`src/rtl/ice_cream_pkg.sv`:
```
// Shared encodings for the ice-cream vendor: coin codes, FSM states and coin valuation.
package ice_cream_pkg;

  typedef enum logic [1:0] {
    COIN0        = 2'b00,
    COIN1        = 2'b01,
    COIN2        = 2'b10,
    COIN_INVALID = 2'b11
  } coin_e;

  typedef enum logic [2:0] {
    IDLE     = 3'd0,
    CREDIT   = 3'd1,
    DISPENSE = 3'd2,
    CHANGE   = 3'd3
  } state_e;

  function automatic logic [1:0] coin_value(input logic [1:0] c);
    case (c)
      2'b01:   return 2'd1;
      2'b10:   return 2'd2;
      default: return 2'd0;
    endcase
  endfunction

endpackage

```
`src/rtl/ice_cream_rise_edge_det.sv`:
```
// Registered rising-edge detector; history resets high so a level held through reset is not an edge.
module rise_edge_det (
  input  logic clk,
  input  logic reset,
  input  logic d,
  output logic ev
);

  logic prev;

  always_ff @(posedge clk or negedge reset) begin
    if (!reset) begin
      prev <= 1'b1;
      ev   <= 1'b0;
    end else begin
      prev <= d;
      ev   <= d & ~prev;
    end
  end

endmodule

```
`src/rtl/ice_cream_vendor_param.sv`:
```
// Parametrised Moore ice-cream vendor: coin credit, vend/dispense FSM, optional change return.
// Optional feature: define CHANGE_RETURN_EN to return the post-vend remainder through the CHANGE state.
module ice_cream_vendor_param
  import ice_cream_pkg::*;
#(
  parameter int CREDIT_W        = 4,
  parameter int BALL_PRICE      = 2,
  parameter int MAX_BALLS       = 3,
  parameter int BALLS_W         = 2,
  parameter int DISPENSE_CYCLES = 2
) (
  input  logic                clk,
  input  logic                reset,
  input  logic                insert,
  input  logic [1:0]          coins,
  input  logic                vend,
  output logic [BALLS_W-1:0]  ice_cream_balls,
  output logic [2:0]          state,
  output logic [CREDIT_W-1:0] credit,
  output logic                coin_reject,
  output logic [CREDIT_W-1:0] change,
  output logic                change_valid
);

  localparam int CW    = CREDIT_W + 1;
  localparam int CMAX  = 2**CREDIT_W - 1;
  localparam int CNT_W = $clog2(DISPENSE_CYCLES + 1);

  state_e            st;
  logic [CNT_W-1:0]  cnt;
  logic              ins_ev, vend_ev;
  logic [1:0]        v;
  logic [CW-1:0]     sum, eff, n_full, n_sel;
  logic [CREDIT_W-1:0] rem;
  logic              coin_ok, coin_bad;

  rise_edge_det u_ins_edge  (.clk(clk), .reset(reset), .d(insert), .ev(ins_ev));
  rise_edge_det u_vend_edge (.clk(clk), .reset(reset), .d(vend),   .ev(vend_ev));

  assign state = st;

  // eff folds a same-cycle accepted coin into the credit seen by a vend request.
  always_comb begin
    v        = coin_value(coins);
    sum      = {1'b0, credit} + CW'(v);
    coin_ok  = ins_ev && (coins == COIN1 || coins == COIN2) && (sum <= CW'(CMAX));
    coin_bad = ins_ev && (coins != COIN0) && !coin_ok;
    eff      = coin_ok ? sum : {1'b0, credit};
    n_full   = eff / CW'(BALL_PRICE);
    n_sel    = (n_full > CW'(MAX_BALLS)) ? CW'(MAX_BALLS) : n_full;
    rem      = CREDIT_W'(eff - n_sel * CW'(BALL_PRICE));
  end

  always_ff @(posedge clk or negedge reset) begin
    if (!reset) begin
      st              <= IDLE;
      credit          <= '0;
      ice_cream_balls <= '0;
      cnt             <= '0;
      coin_reject     <= 1'b0;
`ifdef CHANGE_RETURN_EN
      change          <= '0;
      change_valid    <= 1'b0;
`endif
    end else begin
      coin_reject <= 1'b0;
`ifdef CHANGE_RETURN_EN
      change       <= '0;
      change_valid <= 1'b0;
`endif
      case (st)
        IDLE: begin
          coin_reject <= coin_bad;
          if (coin_ok) begin
            credit <= sum[CREDIT_W-1:0];
            st     <= CREDIT;
          end
        end
        CREDIT: begin
          coin_reject <= coin_bad;
          if (vend_ev && eff >= CW'(BALL_PRICE)) begin
            credit          <= rem;
            ice_cream_balls <= BALLS_W'(n_sel);
            cnt             <= '0;
            st              <= DISPENSE;
          end else begin
            credit <= eff[CREDIT_W-1:0];
          end
        end
        DISPENSE: begin
          coin_reject <= ins_ev;
          if (cnt == CNT_W'(DISPENSE_CYCLES - 1)) begin
            ice_cream_balls <= '0;
            cnt             <= '0;
`ifdef CHANGE_RETURN_EN
            if (credit != '0) begin
              // change is presented while the FSM sits in CHANGE
              change       <= credit;
              change_valid <= 1'b1;
              st           <= CHANGE;
            end else begin
              st <= IDLE;
            end
`else
            st <= (credit != '0) ? CREDIT : IDLE;
`endif
          end else begin
            cnt <= cnt + 1'b1;
          end
        end
        CHANGE: begin
          coin_reject <= ins_ev;
          credit      <= '0;
          st          <= IDLE;
        end
        default: st <= IDLE;
      endcase
    end
  end

`ifndef CHANGE_RETURN_EN
  assign change       = '0;
  assign change_valid = 1'b0;
`endif

endmodule

```
`config.mk`:
```
export PLATFORM = sky130hd
export DESIGN_NAME = ice_cream_vendor_param
export DESIGN_NICKNAME = d
export VERILOG_FILES = /design/src/rtl/ice_cream_pkg.sv /design/src/rtl/ice_cream_rise_edge_det.sv /design/src/rtl/ice_cream_vendor_param.sv
export SDC_FILE = /design/constraint.sdc
export NUM_CORES = 1
export LEC_CHECK = 0
export BUFFER_PORTS_ARGS = -buffer_cell sky130_fd_sc_hd__buf_2
export CORE_ASPECT_RATIO = 1.5
export CORE_MARGIN = 2
export CORE_UTILIZATION = 45
export CTS_BUF_LIST = sky130_fd_sc_hd__clkbuf_16
export CTS_CLUSTER_DIAMETER = 30
export CTS_CLUSTER_SIZE = 8
export DETAILED_ROUTE_END_ITERATION = 10
export GPL_ROUTABILITY_DRIVEN = 0
export PLACE_DENSITY = 0.66
export SLEW_MARGIN = 20
export SYNTH_ARGS = -nofsm -noshare
export SYNTH_HDL_FRONTEND = slang
export SYNTH_HIERARCHICAL = 1
export SYNTH_SLANG_ARGS = --single-unit
export TNS_END_PERCENT = 10
```
`constraint.sdc`:
```
create_clock -name clk -period 3.6 [get_ports clk]
set_input_delay 0.72 -clock clk [delete_from_list [all_inputs] [get_ports clk]]
set_output_delay 0.72 -clock clk [all_outputs]
set_load 0.02 [all_outputs]
```
==> results summary, run 1 <==
The run finished with clean final reports. The count of hold buffers inserted by post-cts repair is 0. The number of gates resized after cts came out at 0.

The final-report setup violation count came out at 0. The combined global-route utilization of all metal layers is 20.2%. The area used by sequential logic in the layout is 378 um^2. The number of nets still failing antenna checks after routing came out at 0. The startpoint class of the critical path is an input port. In this run the worst hold path is classified as in -> async. The instance area after placement came out at 1260 um^2. The first-pass iteration count of the detailed router is 4.

The core region area came out at 2450 um^2. The final max-slew violation count is 0. On the worst path, the slowest cell contributes a delay of 0.47 ns. 0 antenna diodes ended up in the layout.

The count of port buffers added during placement came out at 14. The mean instance size in the synthesized netlist is 8.90 um^2. In the routed design, unresolved DRC markers number 0. The final period demand of the worst path is 3.45 ns. The wire length per cell came out at 15.1 um. The buffer count from post-CTS setup fixing came out at 0. The clock insertion delay at the later pin of the skew report came out at 0.25 ns. The count of standard-cell rows came out at 22. The die is 45.3 um wide. The fraction of registers with async set/reset is 100%. The leakage power came out at 0.608 nW. The commonest register cell after synthesis is dfrtp_1.

The number of cells traversed by the worst register-to-register path is 12. VDD sags by at most 0.472 mV. The netlist area before placement is 1150 um^2.

The total wirelength of the detailed-routed design came out at 2610 um. At the placement stage, the worst setup path has a slack of -0.0711 ns. Traced cell by cell, the critical path runs through buf_2 -> inv_1 -> ha_1 -> ha_1 -> fa_1 -> nand3b_1 -> buf_4 -> nor3_1 -> a21oi_1 -> ha_1 -> nand3b_1 -> or2_2 -> o21a_1 -> o211ai_1 -> o22a_1. Synthesis inferred 15 register bits. The share of synthesized area occupied by flip-flops and latches is 32.9%. The setup slack after layout came out at 0.155 ns.

The detailed-route vias per instance is 5.92. After synthesis, the cell types taking the most area are dfrtp_1 28%, ha_1 6.5%, dfstp_2 4.6%, o21ai_0 3.9%, buf_4 3.9%. Compared with the post-synthesis result, the final layout area differs by 16.7%. The sum of internal, switching and leakage power came out at 1.02 mW. In this run the number of H-tree levels came out at 1. The synthesized instance count came out at 129. The DRC marker count from the first detailed-route iteration came out at 26. The first-pass GRT wire length came out at 4420 um. No sink is reached through more buffers than the 2 on the longest clock path. The multi-input combinational cell area came out at 692 um^2.

The net count of the finished layout is 163. The number of global-route vias before repair came out at 980. The floorplan step defined a die boundary enclosing 2980 um^2. The largest total area in the synthesized netlist belongs to dfrtp_1. The slowest cell on the critical path is fa_1.

The achievable frequency came out at 290 MHz. The power density over cell area is 758 nW/um^2. The worst-case headroom to the max-slew limit is 64.6%. Cells with a size suffix above 1 make up 24.8% of the layout. The worst setup path is of the in -> reg kind. The count of distinct cell types in the synthesized netlist came out at 49. The library cell used most frequently in the layout, excluding fill and tap cells, is buf_2.

In this run the clock root is driven by a clkbuf_16. STA puts the critical path data required time at 3.79 ns. For this run, the number of Yosys warnings is 6. For this configuration, the core starts out at a cell density of 46.9%. The clock net in this run drives a total of 15 sinks. Entering global routing, the biggest net connects 18 pins. The worst setup path is captured at a flop. Leaving out fill and tap cells, the most frequent cells in the layout are 14 x buf_2, 13 x dfrtp_1, 11 x nand2_1. The share of the synthesized area in the top cell type came out at 28.3%.

TritonCTS built the clock tree. Summing all non-filler instances in the final layout gives an area of 1340 um^2. The total via count in the routed design came out at 1025. Setup repair after global routing left no endpoint under its margin.

The slew at the pin closest to its max-slew limit is 0.528 ns. The top-level port count came out at 21. The filler cell count came out at 227. By instance count, the cell type seen most on the critical path is ha_1. The number of antenna violations at the first check in global routing is 0.

The count of flip-flops with a built-in enable after synthesis came out at 0. The count of final hold-check violations came to 0. The wire-length estimate of the detail-placed layout is 1920 um.

Clock-pin slew was measured on the worst setup and hold paths at 0.05 ns. The global route total overflow is 0. Across the run, the number of max-cap violations was 0. The number of buffers created by CTS is 3.

The final clock period utilization by the worst path came out at 95.7%. The worst clock skew came out at 0.00286 ns. The top fanout value on the critical path is 4. The critical path arrival came out at 3.63 ns. The die outline height is 65.9 um.
## cell families after synthesis
group	synth area share [%]
flip-flops	32.9
adder cells (fa/ha/maj)	8.28
AO/OA/AOI/OAI	26.4
AND/OR/NAND/NOR	20.2
multiplexers	0.871
XOR/XNOR	2.29
buffers and inverters	8.82
other	0.326
## per-stage QoR
stage / instances / utilization, % / setup TNS [ns] / hold WS (ns)
6_report: 173 / 54.7 / 0 / 0.364
5_1_grt: 173 / 54.7 / 0 / 0.395
4_1_cts: 173 / 54.5 / 0 / 0.373
3_5_place_dp: 169 / 51.3 / -0.0711 / 0.482
3_3_place_gp: 169 / 51.3 / 0 / 0.477
2_1_floorplan: 134 / - / 0 / 0.424
## critical path, delay by kind of cell
kind                       cells  cell delay, ns
and+or+nand+nor                4            0.93
AOI/OAI and AO/OA              4            0.59
buffers and inverters          3            0.31
adders and majority gates      4            1.08
## flip-flops by register name, summed over array words and instances, names as in the netlist
| name | flops |
|---|---|
| ice_cream_balls | 2 |
| u_ins_edge/ev | 1 |
| u_vend_edge/prev | 1 |
| credit | 4 |
| u_vend_edge/ev | 1 |
| coin_reject | 1 |
| state | 2 |
| cnt | 2 |
| u_ins_edge/prev | 1 |
## per-layer routing
metal / track usage, % / wire (um) / up-vias
met5: 0 / 0 / -
met4: 13.6 / 92 / 0
met3: 1.64 / 78 / 7
met2: 33.6 / 1340 / 23
met1: 23.8 / 1100 / 495
li1: - / - / 500
## synth_stat cells (4+ instances only)
master and count:
dfrtp_1 13, nand2_1 11, o21ai_0 9, a21oi_1 7, buf_4 6, ha_1 6, inv_1 6, nand3_1 4
nor3_1 4, o211ai_1 4
## where the power goes
group          internal (mW)  switching, mW  total [mW]
Clock                  0.148         0.0689       0.217
Combinational          0.215          0.251       0.466
Sequential             0.219          0.113       0.332
Total                  0.583          0.433        1.02
## worst paths after layout
path / startpoint / to / slack (ns)
setup / recovery: coins[1] / credit[3] / 0.15
setup reg to reg: credit[0] / credit[3] / 0.45
hold reg to reg: cnt[1] / cnt[1] / 0.49
max in group asynchronous: reset / u_vend_edge/prev / 2.94
hold / removal: reset / state[1] / 0.36
min in group clk: cnt[1] / cnt[1] / 0.49
## final cells by class
type	count	share of cell area (%)
clock buffer	3	5.60
timing repair buffer	23	10.3
inverter	6	1.68
sequential	15	28.2
tap	24	2.24
clock inverter	1	0.373
multi-input combinational	101	51.6
Note: power is estimated with default switching activity, not from simulation.
==> inputs of run 2 (changes only) <==
--- a/config.mk
+++ b/config.mk
@@ -15,6 +15,7 @@
 export DETAILED_ROUTE_END_ITERATION = 10
 export GPL_ROUTABILITY_DRIVEN = 0
 export PLACE_DENSITY = 0.66
+export RECOVER_POWER = 25
 export SLEW_MARGIN = 20
 export SYNTH_ARGS = -nofsm -noshare
 export SYNTH_HDL_FRONTEND = slang
==> run 2 against run 1 <==
Effect of this change:
- first-iteration DRC count did not move
- fmax did not move
- via count did not move
- sequential power barely moved
- wire length rose by 0.15%
- non-clock buffer count did not move
- critical endpoint unchanged
- largest cell class unchanged
- largest power group unchanged
- highest routed layer unchanged
==> results summary, run 2 (synthesized netlist as in run 1, its figures left out) <==
The clock insertion delay at the later pin of the skew report came out at 0.25 ns (about the same). The buffer count from post-CTS setup fixing came to 0 (unchanged). The number of nets still failing antenna checks after routing is 0 (unchanged). The power density over cell area came out at 760 nW/um^2 (+0.23%).

The placed wire-length estimate after detailed placement came out at 1920 um (unchanged). The proportion of layout cells with a drive suffix above 1 came out at 22.8% (-2.0 points). The count of standard-cell rows came out at 22 (unchanged). The number of global-route vias before repair came out at 980 (unchanged). credit holds more flip-flops than any other register. TritonCTS built the clock tree. The first-pass iteration count of the detailed router came to 4 (unchanged).

The detailed-route vias per instance is 5.92 (unchanged). The final clock period utilization by the worst path is 95.7% (unchanged). The core region area came out at 2450 um^2 (unchanged).

The final standard cell area without fillers came out at 1340 um^2 (-0.28%). The flip-flop count of the largest register, all copies and words added is 4 (unchanged). Leaving out fill and tap cells, the most frequent cell in the layout is dfrtp_1. The achievable frequency came out at 290 MHz (unchanged).

The highest ir drop seen on vdd came to 0.472 mV (about the same). The worst hold path belongs to the class reg -> reg. The final max-slew violation count is 0 (unchanged). The worst-case headroom to the max-slew limit is 47.1% (-17 points). The number of cells traversed by the worst register-to-register path was 12 (unchanged). The total die area is 2980 um^2 (unchanged). The final period demand of the worst path was 3.45 ns (unchanged).

The sink count of the clock tree is 15 (unchanged). The number of gates resized after cts came out at 0 (unchanged). The count of antenna diodes in the layout came out at 0 (unchanged). The starting density of the core came out at 46.9% (unchanged). In the layout the commonest cells are 13 x dfrtp_1, 11 x nand2_1, 11 x buf_2.

The top-level port count came out at 21 (unchanged). The cell sitting at the root of the clock tree is a clkbuf_16. The combined global-route utilization of all metal layers came to 20.2% (unchanged). The final net count came out at 163 (unchanged). The DRC marker count from the first detailed-route iteration is 26 (unchanged). The first-pass GRT wire length came out at 4420 um (unchanged). The worst clock skew is 0.00286 ns (unchanged). Relative to the synthesized area, the layout overhead comes to 16.3%. The slew at the pin closest to its max-slew limit was 0.793 ns (+0.265 ns).

The number of buffers created by CTS is 3 (unchanged). The sum of internal, switching and leakage power is 1.02 mW (about the same). The run finished with clean final reports. The setup path with the least slack is of type in -> reg. The total wirelength of the detailed-routed design is 2620 um (+0.15%). The count of unresolved DRC violations after routing came out at 0 (unchanged). The die outline height came out at 65.9 um (unchanged). The number of instances on the worst hold path came out at 2. The filler cell count is 230 (+1.3%). The number of antenna violations at the first check in global routing came out at 0 (unchanged). The worst setup path is launched from an input port. Setup repair after global routing left no endpoint under its margin. The pin count of the biggest net entering global routing is 18 (unchanged).

The instance area after placement came out at 1260 um^2 (unchanged). The total via count in the routed design is 1025 (unchanged). The global route total overflow was 0 (unchanged).

The count of hold buffers inserted by post-cts repair was 0 (unchanged). The clock-pin transition on the worst setup and hold timing paths is 0.05 ns (about the same). The count of final hold-check violations came out at 0 (unchanged). The top fanout value on the critical path came to 4 (unchanged).

The leakage power is 0.600 nW (-1.4%). The die width is 45.3 um (unchanged). The wire length per cell is 15.1 um (+0.15%). The count of port buffers added during placement came out at 14 (unchanged). The max-capacitance violation count came out at 0 (unchanged). The number of levels the H-tree was split into is 1 (unchanged). The worst hold slack came out at 0.494 ns (+0.130 ns). The required arrival time at the worst endpoint was 3.79 ns (about the same). The final-report setup violation count is 0 (unchanged). STA classifies the critical path endpoint as a flop. The critical path arrival came out at 3.63 ns (about the same). The number of buffers on the longest clock path is 2 (unchanged).
==> run 2: worst paths after layout <==
kind | startpoint | endpoint | slack, ns
max reg2reg | credit[0] | credit[3] | 0.45
max in group asynchronous | reset | credit[3] | 2.57
min in group asynchronous | reset | state[1] | 0.53
min | cnt[1] | cnt[1] | 0.49
min reg2reg | cnt[1] | cnt[1] | 0.49
max | coins[1] | credit[3] | 0.15
==> run 2: routing by layer <==
metal  share of wire, %  vias to the layer above  global-route usage, %
li1                   -                      500                      -
met1                 42                      495                   23.8
met2                 51                       23                   33.6
met3                3.0                        7                   1.64
met4                3.5                        0                   13.6
met5                  0                        -                      0
==> run 2: per-stage QoR <==
step / worst slack [ns] / TNS, ns / utilization [%] / cells
floorplan: 0.161 / 0 / - / 134
global placement: 0.0269 / 0 / 51.3 / 169
detailed placement: -0.0711 / -0.0711 / 51.3 / 169
CTS: 0.178 / 0 / 54.5 / 173
global route: 0.00681 / 0 / 54.5 / 173
finish: 0.155 / 0 / 54.5 / 173
==> run 2: worst max-delay path: stages <==
cell	delay, ns
buf_2	0.09
inv_1	0.05
ha_1	0.17
ha_1	0.21
fa_1	0.47
nand3b_1	0.22
buf_4	0.17
nor3_1	0.17
a21oi_1	0.10
ha_1	0.23
nand3b_1	0.20
or2_2	0.34
o21a_1	0.19
o211ai_1	0.16
o22a_1	0.14
==> run 2: layout make-up <==
| class | instances | area [um^2] | area share [%] |
|---|---|---|---|
| multi-input cells | 101 | 692 | 51.8 |
| flip-flops and latches | 15 | 378 | 28.3 |
| repair buffers | 23 | 134 | 10.0 |
| clock buffers | 3 | 75.1 | 5.62 |
| well taps | 24 | 30.0 | 2.25 |
| inverters | 6 | 22.5 | 1.69 |
| clock inverters | 1 | 5.00 | 0.375 |
==> run 2: report_power, final <==
part | total, mW | switching [mW] | leakage [nW] | internal, mW
clock | 0.217 | 0.0689 | 0.0409 | 0.148
sequential | 0.332 | 0.113 | 0.183 | 0.219
combinational | 0.466 | 0.251 | 0.376 | 0.215
total | 1.02 | 0.433 | 0.600 | 0.582
